**src/rtl/mac_seq_pkg.sv**
```systemverilog
// mac_seq_pkg: shared types and constants for the MAC sequencer.
// State encoding, MAC result geometry and default parameter values.
package mac_seq_pkg;

  typedef enum logic [1:0] {
    IDLE  = 2'd0,
    RUN   = 2'd1,
    DRAIN = 2'd2,
    DONE  = 2'd3
  } state_t;

  // Width of a0*b0 + a1*b1 for signed 8-bit operands; the MAC result is
  // consumed as this sum sign-extended by one bit.
  localparam int MAC_PRODUCT_SUM_W = 17;
  localparam int MAC_RESULT_W      = 32;

  localparam int DEF_MAC_LATENCY = 3;
  localparam int DEF_ACC_WIDTH   = 32;
  localparam int DEF_LEN_WIDTH   = 16;

endpackage

```
**src/rtl/mac_valid_pipe.sv**
```systemverilog
// mac_valid_pipe: shadow valid shift register tracking beats in flight
// through the operand register and the hard MAC.
module mac_valid_pipe #(
  parameter int DEPTH = 4
) (
  input  logic clock,
  input  logic resetn,
  input  logic push,
  output logic tail,
  output logic all_zero_next
);

  logic [DEPTH-1:0] pipe_reg;
  logic [DEPTH-1:0] pipe_next;

  // Stage 0 takes the new valid bit, every later stage takes its predecessor.
  genvar gi;
  generate
    for (gi = 0; gi < DEPTH; gi = gi + 1) begin : g_stage
      if (gi == 0) begin : g_head
        assign pipe_next[gi] = push;
      end else begin : g_body
        assign pipe_next[gi] = pipe_reg[gi-1];
      end
    end
  endgenerate

  // Shift every cycle; asynchronous clear discards anything in flight.
  always_ff @(posedge clock or negedge resetn) begin
    if (!resetn) begin
      pipe_reg <= '0;
    end else begin
      pipe_reg <= pipe_next;
    end
  end

  assign tail = pipe_reg[DEPTH-1];
  // The pipe becomes all-zero at the next shift when nothing is pushed and
  // only the tail (which retires on this edge) may still be set.
  assign all_zero_next = ~|pipe_reg[DEPTH-2:0];

endmodule

```
**src/rtl/mac_seq_ctrl.sv**
```systemverilog
// mac_seq_ctrl: sequences the dual-lane 8-bit hard MAC for one dot-product
// command at a time and returns the accumulated result on a valid/ready port.
// Optional build macro: MAC_SEQ_SAT_EN (saturating accumulation + sat_flag).
module mac_seq_ctrl
  import mac_seq_pkg::*;
#(
  parameter int MAC_LATENCY = DEF_MAC_LATENCY,
  parameter int ACC_WIDTH   = DEF_ACC_WIDTH,
  parameter int LEN_WIDTH   = DEF_LEN_WIDTH
) (
  input  logic                    clock,
  input  logic                    resetn,
  input  logic                    cmd_valid,
  output logic                    cmd_ready,
  input  logic [LEN_WIDTH-1:0]    cmd_len,
  input  logic                    ivalid,
  output logic                    iready,
  input  logic [7:0]              dataa_0,
  input  logic [7:0]              datab_0,
  input  logic [7:0]              dataa_1,
  input  logic [7:0]              datab_1,
  output logic [7:0]              mac_dataa_0,
  output logic [7:0]              mac_datab_0,
  output logic [7:0]              mac_dataa_1,
  output logic [7:0]              mac_datab_1,
  input  logic [MAC_RESULT_W-1:0] mac_result,
  output logic                    ovalid,
  input  logic                    oready,
  output logic [ACC_WIDTH-1:0]    result,
`ifdef MAC_SEQ_SAT_EN
  output logic                    sat_flag,
`endif
  output logic                    busy
);

  localparam int PIPE_DEPTH = MAC_LATENCY + 1;
  localparam int SUM_W      = MAC_PRODUCT_SUM_W + 1;

  state_t                       state_reg;
  state_t                       state_next;
  logic                         cmd_ready_reg;
  logic [LEN_WIDTH-1:0]         remaining_reg;
  logic signed [ACC_WIDTH-1:0]  acc_reg;
  logic signed [ACC_WIDTH-1:0]  acc_next;
  logic [7:0]                   mac_a0_reg;
  logic [7:0]                   mac_b0_reg;
  logic [7:0]                   mac_a1_reg;
  logic [7:0]                   mac_b1_reg;
  logic                         cmd_accept;
  logic                         beat_accept;
  logic                         pipe_tail;
  logic                         pipe_all_zero_next;
  logic signed [SUM_W-1:0]      beat_sum;
  logic signed [ACC_WIDTH-1:0]  beat_ext;
  logic                         unused_mac_hi;

  // Only the low bits carry the product sum; the rest is sign fill.
  assign beat_sum      = mac_result[SUM_W-1:0];
  assign beat_ext      = ACC_WIDTH'(beat_sum);
  assign unused_mac_hi = ^mac_result[MAC_RESULT_W-1:SUM_W];

  mac_valid_pipe #(
    .DEPTH(PIPE_DEPTH)
  ) u_valid_pipe (
    .clock         (clock),
    .resetn        (resetn),
    .push          (beat_accept),
    .tail          (pipe_tail),
    .all_zero_next (pipe_all_zero_next)
  );

  // State register.
  always_ff @(posedge clock or negedge resetn) begin
    if (!resetn) begin
      state_reg <= IDLE;
    end else begin
      state_reg <= state_next;
    end
  end

  // Next-state decode and handshake outputs.
  always_comb begin
    state_next  = state_reg;
    cmd_accept  = 1'b0;
    beat_accept = 1'b0;
    iready      = 1'b0;
    ovalid      = 1'b0;
    busy        = (state_reg != IDLE);
    case (state_reg)
      IDLE: begin
        if (cmd_valid && cmd_ready_reg) begin
          cmd_accept = 1'b1;
          state_next = (cmd_len != '0) ? RUN : DONE;
        end
      end
      RUN: begin
        iready = 1'b1;
        if (ivalid) begin
          beat_accept = 1'b1;
          if (remaining_reg == LEN_WIDTH'(1)) begin
            state_next = DRAIN;
          end
        end
      end
      DRAIN: begin
        // Leave once the last beat retires from the tail on this edge, so
        // its accumulation and the DONE entry land together.
        if (pipe_all_zero_next) begin
          state_next = DONE;
        end
      end
      DONE: begin
        ovalid = 1'b1;
        if (oready) begin
          state_next = IDLE;
        end
      end
      default: begin
        state_next = IDLE;
      end
    endcase
  end

  // cmd_ready is registered so that it reads 0 while reset is asserted and
  // rises the cycle after the sequencer arrives in IDLE.
  always_ff @(posedge clock or negedge resetn) begin
    if (!resetn) begin
      cmd_ready_reg <= 1'b0;
    end else begin
      cmd_ready_reg <= (state_next == IDLE);
    end
  end

  assign cmd_ready = cmd_ready_reg;

  // Operand register feeding the MAC; holds its value between beats.
  always_ff @(posedge clock or negedge resetn) begin
    if (!resetn) begin
      mac_a0_reg <= '0;
      mac_b0_reg <= '0;
      mac_a1_reg <= '0;
      mac_b1_reg <= '0;
    end else if (beat_accept) begin
      mac_a0_reg <= dataa_0;
      mac_b0_reg <= datab_0;
      mac_a1_reg <= dataa_1;
      mac_b1_reg <= datab_1;
    end
  end

  assign mac_dataa_0 = mac_a0_reg;
  assign mac_datab_0 = mac_b0_reg;
  assign mac_dataa_1 = mac_a1_reg;
  assign mac_datab_1 = mac_b1_reg;

`ifdef MAC_SEQ_SAT_EN
  localparam logic signed [ACC_WIDTH-1:0] ACC_MAX = {1'b0, {(ACC_WIDTH-1){1'b1}}};
  localparam logic signed [ACC_WIDTH-1:0] ACC_MIN = {1'b1, {(ACC_WIDTH-1){1'b0}}};

  logic [ACC_WIDTH:0] sum_wide;
  logic               sat_hit;
  logic               sat_reg;

  // Add with one guard bit; clamp when the guard and sign bits disagree.
  always_comb begin
    sum_wide = {acc_reg[ACC_WIDTH-1], acc_reg} + {beat_ext[ACC_WIDTH-1], beat_ext};
    sat_hit  = 1'b0;
    acc_next = sum_wide[ACC_WIDTH-1:0];
    if (sum_wide[ACC_WIDTH] != sum_wide[ACC_WIDTH-1]) begin
      sat_hit  = 1'b1;
      acc_next = sum_wide[ACC_WIDTH] ? ACC_MIN : ACC_MAX;
    end
  end

  // Sticky saturation indicator for the current command.
  always_ff @(posedge clock or negedge resetn) begin
    if (!resetn) begin
      sat_reg <= 1'b0;
    end else if (cmd_accept) begin
      sat_reg <= 1'b0;
    end else if (pipe_tail && sat_hit) begin
      sat_reg <= 1'b1;
    end
  end

  assign sat_flag = sat_reg & ovalid;
`else
  // Plain two's-complement accumulation wrapping at ACC_WIDTH.
  always_comb begin
    acc_next = acc_reg + beat_ext;
  end
`endif

  // Beat counter and accumulator; only beats leaving the pipe tail count.
  always_ff @(posedge clock or negedge resetn) begin
    if (!resetn) begin
      remaining_reg <= '0;
      acc_reg       <= '0;
    end else if (cmd_accept) begin
      remaining_reg <= cmd_len;
      acc_reg       <= '0;
    end else begin
      if (beat_accept) begin
        remaining_reg <= remaining_reg - LEN_WIDTH'(1);
      end
      if (pipe_tail) begin
        acc_reg <= acc_next;
      end
    end
  end

  assign result = acc_reg;

endmodule

```
**config.mk**
```make
export PLATFORM = sky130hd
export DESIGN_NAME = mac_seq_ctrl
export DESIGN_NICKNAME = d
export VERILOG_FILES = /design/src/rtl/mac_seq_pkg.sv /design/src/rtl/mac_valid_pipe.sv /design/src/rtl/mac_seq_ctrl.sv
export SDC_FILE = /design/constraint.sdc
export NUM_CORES = 1
export LEC_CHECK = 0
export CORE_MARGIN = 2
export CORE_UTILIZATION = 45
export DETAILED_ROUTE_END_ITERATION = 16
export PLACE_DENSITY_LB_ADDON = 0.1
export SYNTH_ARGS = -nofsm -noshare
export SYNTH_HDL_FRONTEND = slang
export SYNTH_HIERARCHICAL = 1
export SYNTH_SLANG_ARGS = --single-unit
```
**constraint.sdc**
```tcl
create_clock -name clock -period 3.3 [get_ports clock]
set_input_delay 0.66 -clock clock [delete_from_list [all_inputs] [get_ports clock]]
set_output_delay 0.66 -clock clock [all_outputs]
set_load 0.01 [all_outputs]
```
# Yosys cells after proc, flatten, opt, wreduce, memory -nomap -nowiden
# Cells that the tools add are included.
op_classes:
  n_addsub: 2
  n_eq_ne: 4
  mux: 17
  reduce_logical: 8
ops:
  columns: ["operator", "n"]
  rows:
  - ["$mux 32", 2]
  - ["$add 32x18->32", 1]
  - ["$mux 16", 2]
  - ["$eq 16x1->1 const B", 1]
  - ["$reduce_bool 16->1", 1]
  - ["$sub 16x1->16 const B", 1]
  - ["$mux 2", 6]
  - ["$pmux 2 s4", 1]
  - ["$mux 1", 6]
  - ["$reduce_bool 2->1", 3]
  - ["$eq 2x2->1 const B", 2]
  - ["$logic_not 2->1", 2]
  - ["$reduce_or 3->1", 1]
  - ["$eq 2x1->1 const B", 1]
  - ["$logic_and 1x1->1", 1]
totals:
  reg_bits: 87
  inputBits: 85
  output_inout_bits: 68
  wordCells: 40

# Depth between registers and ports, before layout
depth:
  depth_word: 5
  ltp_mapped: 10
  ltp_nobuf: 10

# Modules after synthesis
# Netlist, hierarchy kept.
by_module_without_submodules:
  columns: ["mod", "instances", "cells_per_inst", "area_per_inst_um2", "seq_area_each_um2"]
  rows:
  - ["mac_seq_ctrl", 1, 617, 5305.1, 2077.0]
  - ["mac_valid_pipe", 1, 5, 110.1, 100.1]

# Worst setup path before layout
# OpenSTA, ideal clock, no wires.
synth_path:
  kind: "input to register"
  from: "input mac_result[16]"
  to: "register acc_reg[31], in the netlist result[31]"
  setup_time_ns: 0.086
  arrival_time_ns: 2.876
  required_time_ns: 3.214
  path_slack_ns: 0.338
  stages: 9
  n_path_buf: 0
  cell_sequence: "ha_1 a21o_1 a21o_1 a2111oi_0 o41ai_1 a21oi_1 mux2_2 o31a_1 nor3_1"
synth_via:
  elab_chain_len: 3
synth_lines:
  columns: ["element", "line", "text"]
  rows:
  - ["start, declared", "mac_seq_ctrl.sv:26", "input logic [MAC_RESULT_W-1:0] mac_result,"]
  - ["$add 32x18->32", "mac_seq_ctrl.sv:190", "acc_next = acc_reg + beat_ext;"]
  - ["$mux 32", "mac_seq_ctrl.sv:206", "if (pipe_tail) begin"]
  - ["$mux 32", "mac_seq_ctrl.sv:199", "end else if (cmd_accept) begin"]
  - ["end signal, assigned", "mac_seq_ctrl.sv:207", "acc_reg <= acc_next;"]
  - ["end, declared", "mac_seq_ctrl.sv:43", "logic signed [ACC_WIDTH-1:0] acc_reg;"]
# No other way between the ends. The select of a mux whose other input is x is not followed.
# A chain may end at the register's enable or synchronous reset.

# Final worst setup path
layout_path:
  from: "input mac_result[0]"
  to: "register acc_reg[28], in the netlist result[28]"
# Same word-level chain as after synthesis.

==> results.py <==
metrics = {
    "critical_path": {
        "critPathMaxStageDelay_ns": 0.47,
        "arrival_ns": 3.40,
        "startpoint_type": "primary input",
        "cp_top_family": "compound AO/OA/AOI/OAI gates",
        "worstSetupEndpointType": "flop",
        "reg2reg_slack_ns": 0.48,
        "path_cells": "clkdlybuf4s50_1 > ha_1 > fa_2 > a21o_1 > a221o_1 > nand2_1 > a2111o_1 > a21oi_1 > or4_1 > and3_1 > o21a_1",
        "crit_path_max_fanout": 3,
        "path_class": "in2reg",
        "cp_num_buf_inv": 1,
        "critical_path_required_ns": 3.54,
        "slowest_stage": "or4_1",
    },
    "timing": {
        "rsz0062_at_grt": "false",
        "drv_slew": 0,
        "worst_slew_pin_slew_ns": 0.917,
        "fin_crit_sh_pct": 95.9,
        "clock.fmax_ghz": 0.316,
        "fin_worst_skew_ns": 0.00846,
        "fin_crit_ns": 3.16,
        "timing.slew.headroom_pct": 38.9,
        "hold_viol": 0,
        "setup_viol": 0,
    },
    "detailed_routing": {
        "first_pass_iters": 6,
        "antenna_left": 0,
        "wl_per_cell_um": 15.0,
        "routed_wl_um": 14500,
        "dr.first_iter.drc_count": 256,
        "routed_via_density": 5.43,
        "num_vias": 5236,
        "drc": 0,
    },
    "layout": {
        "final_cells": 965,
        "antenna_cells": 0,
        "stdcell_area_sq_mm": 0.00768,
        "largest_register_ffs": 32,
        "drive_gt1_share_pct": 12.1,
        "nFillCells": 1017,
        "areaGrowthSynthToFinish_pct": 41.9,
        "nNetsFinal": 932,
    },
    "clock_tree": {
        "clk_latency_ns": 0.34,
        "tritoncts": "done",
        "cts_buffers": 9,
        "clock_path_buffers": 2,
        "ctsHtreeMaxLevel": 3,
        "hold_buffers": 0,
        "path_clk_slew_ns": 0.07,
        "clock-sinks": 87,
        "cts_root_buf": "clkbuf_16",
    },
    "synthesis": {
        "syn_inst": 622,
        "synth-compound-area-share_pct": 17.7,
        "syn_area_per_cell_sq_um": 8.71,
        "synth_fa_ha_area_share_pct": 7.99,
        "synth_xor_area_share_pct": 3.72,
        "synth_area_sq_mm": 0.00542,
        "synthDistinctLibCells": 60,
        "synth_top_family_by_area": "simple AND/OR/NAND/NOR gates",
        "synth-edff-count": 0,
        "muxShareOfSynthArea_pct": 4.27,
        "yosys_warnings": 6,
        "synthesis.nets": 741,
        "synth-seq-area-share_pct": 40.2,
        "async_flop_share_pct": 100,
        "ys_ff_latch": 87,
        "yosys.area_share.simple_pct": 23.5,
        "synth-main-ff-cell": "dfrtp_1",
    },
    "global_routing": {
        "antenna_found_initial": 0,
        "grt_pass1_wl_um": 24400,
        "grt_max_degree": 47,
        "grt_pass1_vias": 5228,
        "grt.total_usage_pct": 23.3,
        "overflow": 0,
    },
    "placement": {
        "gp_congestion": 0.935,
        "dp.cells": 948,
        "hpwl_um": 11000,
        "postPlaceCellArea_sq_mm": 0.00738,
        "io_buffers": 138,
    },
    "flow_run": {
        "drv_cap": 0,
    },
    "pwr": {
        "power.density_mw_per_mm2": 949,
        "vdd_drop_max_mv": 0.462,
        "p_leak_nw": 3.59,
    },
    "floorplanning": {
        "ios": 153,
        "fp.dieH_um": 114,
        "coreArea_sq_mm": 0.0119,
        "initial_core_util_pct": 45.7,
        "fp.dieW_um": 114,
        "die_area_sq_mm": 0.0129,
        "rows": 40,
    },
    "status": {
        "outcome": "completed",
    },
    "min_path": {
        "hold_path_class": "in2async",
    },
}
-- report_power, final --
group / leakage, nW / switching (mW) / internal [mW]
combinational: 2.39 / 2.06 / 2.31
sequential: 1.06 / 0.408 / 1.55
clock: 0.137 / 0.451 / 0.520
total: 3.59 / 2.92 / 4.37
-- final timing paths --
| check | depth (start not counted) | from | to |
|---|---|---|---|
| worst max-delay path | 11 | mac_result[0] | result[28]$_DFFE_PN0P_ |
| worst min-delay path | 1 | resetn | result[5]$_DFFE_PN0P_ |
| worst max register to register | 10 | result[0]$_DFFE_PN0P_ | result[28]$_DFFE_PN0P_ |
| worst min register to register | 0 | u_valid_pipe/pipe_reg[0]$_DFF_PN0_ | u_valid_pipe/pipe_reg[1]$_DFF_PN0_ |
| max in group asynchronous | 2 | resetn | mac_datab_1[0]$_DFFE_PN0P_ |
| min in group clock | 0 | u_valid_pipe/pipe_reg[0]$_DFF_PN0_ | u_valid_pipe/pipe_reg[1]$_DFF_PN0_ |
-- per-layer routing --
| layer | GRT usage [%] | up-vias | routed length, um |
|---|---|---|---|
| li1 | - | 2599 | - |
| met1 | 28.4 | 2460 | 6230 |
| met2 | 39.5 | 152 | 7010 |
| met3 | 6.16 | 25 | 961 |
| met4 | 8.86 | 0 | 316 |
| met5 | 0 | - | 0 |
-- cells in the final DEF (no fill, tap or decap), drive strengths merged, types with 6 or more instances in the layout --
cell / n
a211oi: 7
a21o: 21
a21oi: 41
and2: 7
and3: 10
buf: 70
clkbuf: 9
clkdlybuf4s50: 137
dfrtp: 87
ha: 33
inv: 12
mux2i: 22
nand2: 146
nand3: 8
nand3b: 8
nor2: 46
nor2b: 6
nor3: 13
nor4: 10
o211ai: 11
o21ai: 24
o311ai: 6
xnor2: 14
xor2: 9
-- Yosys cell counts (12+ instances only) --
master / count / area (sq um)
nor2_1: 46 / 173
nor3_1: 12 / 60.1
mux2i_1: 22 / 220
nand2_1: 146 / 548
a21oi_1: 41 / 205
a21o_1: 21 / 158
xnor2_1: 14 / 123
ha_1: 33 / 413
o21ai_0: 23 / 115
dfrtp_1: 87 / 2180
clkbuf_1: 22 / 82.6
-- cell type report --
cell class              count  area (sq um)  area share (%)
clock buffers               9           225            2.93
multi-input cells         499          3110            40.5
well taps                 147           184            2.39
clock inverters             7          56.3           0.733
repair buffers            207          1900            24.7
flip-flops and latches     87          2180            28.3
inverters                   9          33.8           0.440
-- worst reg2reg max path, delay by kind of cell (launching register included) --
family          cells  cell delay [ns]
fa+ha+maj           2             0.58
simple gates        3             0.73
flops               1             0.40
compound gates      5             1.01
-- stage by stage --
step                TNS (ns)  setup WS [ns]  power, mW  hold slack (ns)  utilization, %
detailed placement     -2.40         -0.263       6.29            0.384            62.2
global route               0         0.0378       7.89            0.365            64.8
finish                     0          0.135       7.29            0.317            64.8
floorplan                  0          0.338       4.38            0.364               -
global placement       -1.69         -0.219       6.17            0.381            62.2
CTS                        0         0.0922       7.31            0.338            64.6
-- repair_timing --
item | in CTS | in global routing
gates resized for setup | 0 | 4
endpoints found under the setup margin | 0 | 6
buffers inserted | 0 | 1
-- cell families after synthesis --
family / count (synthesis)
compound gates: 143
xor+xnor: 23
fa+ha+maj: 34
buf+inv: 36
flops: 87
mux: 23
simple gates: 276
(Power assumes the default switching activity.)
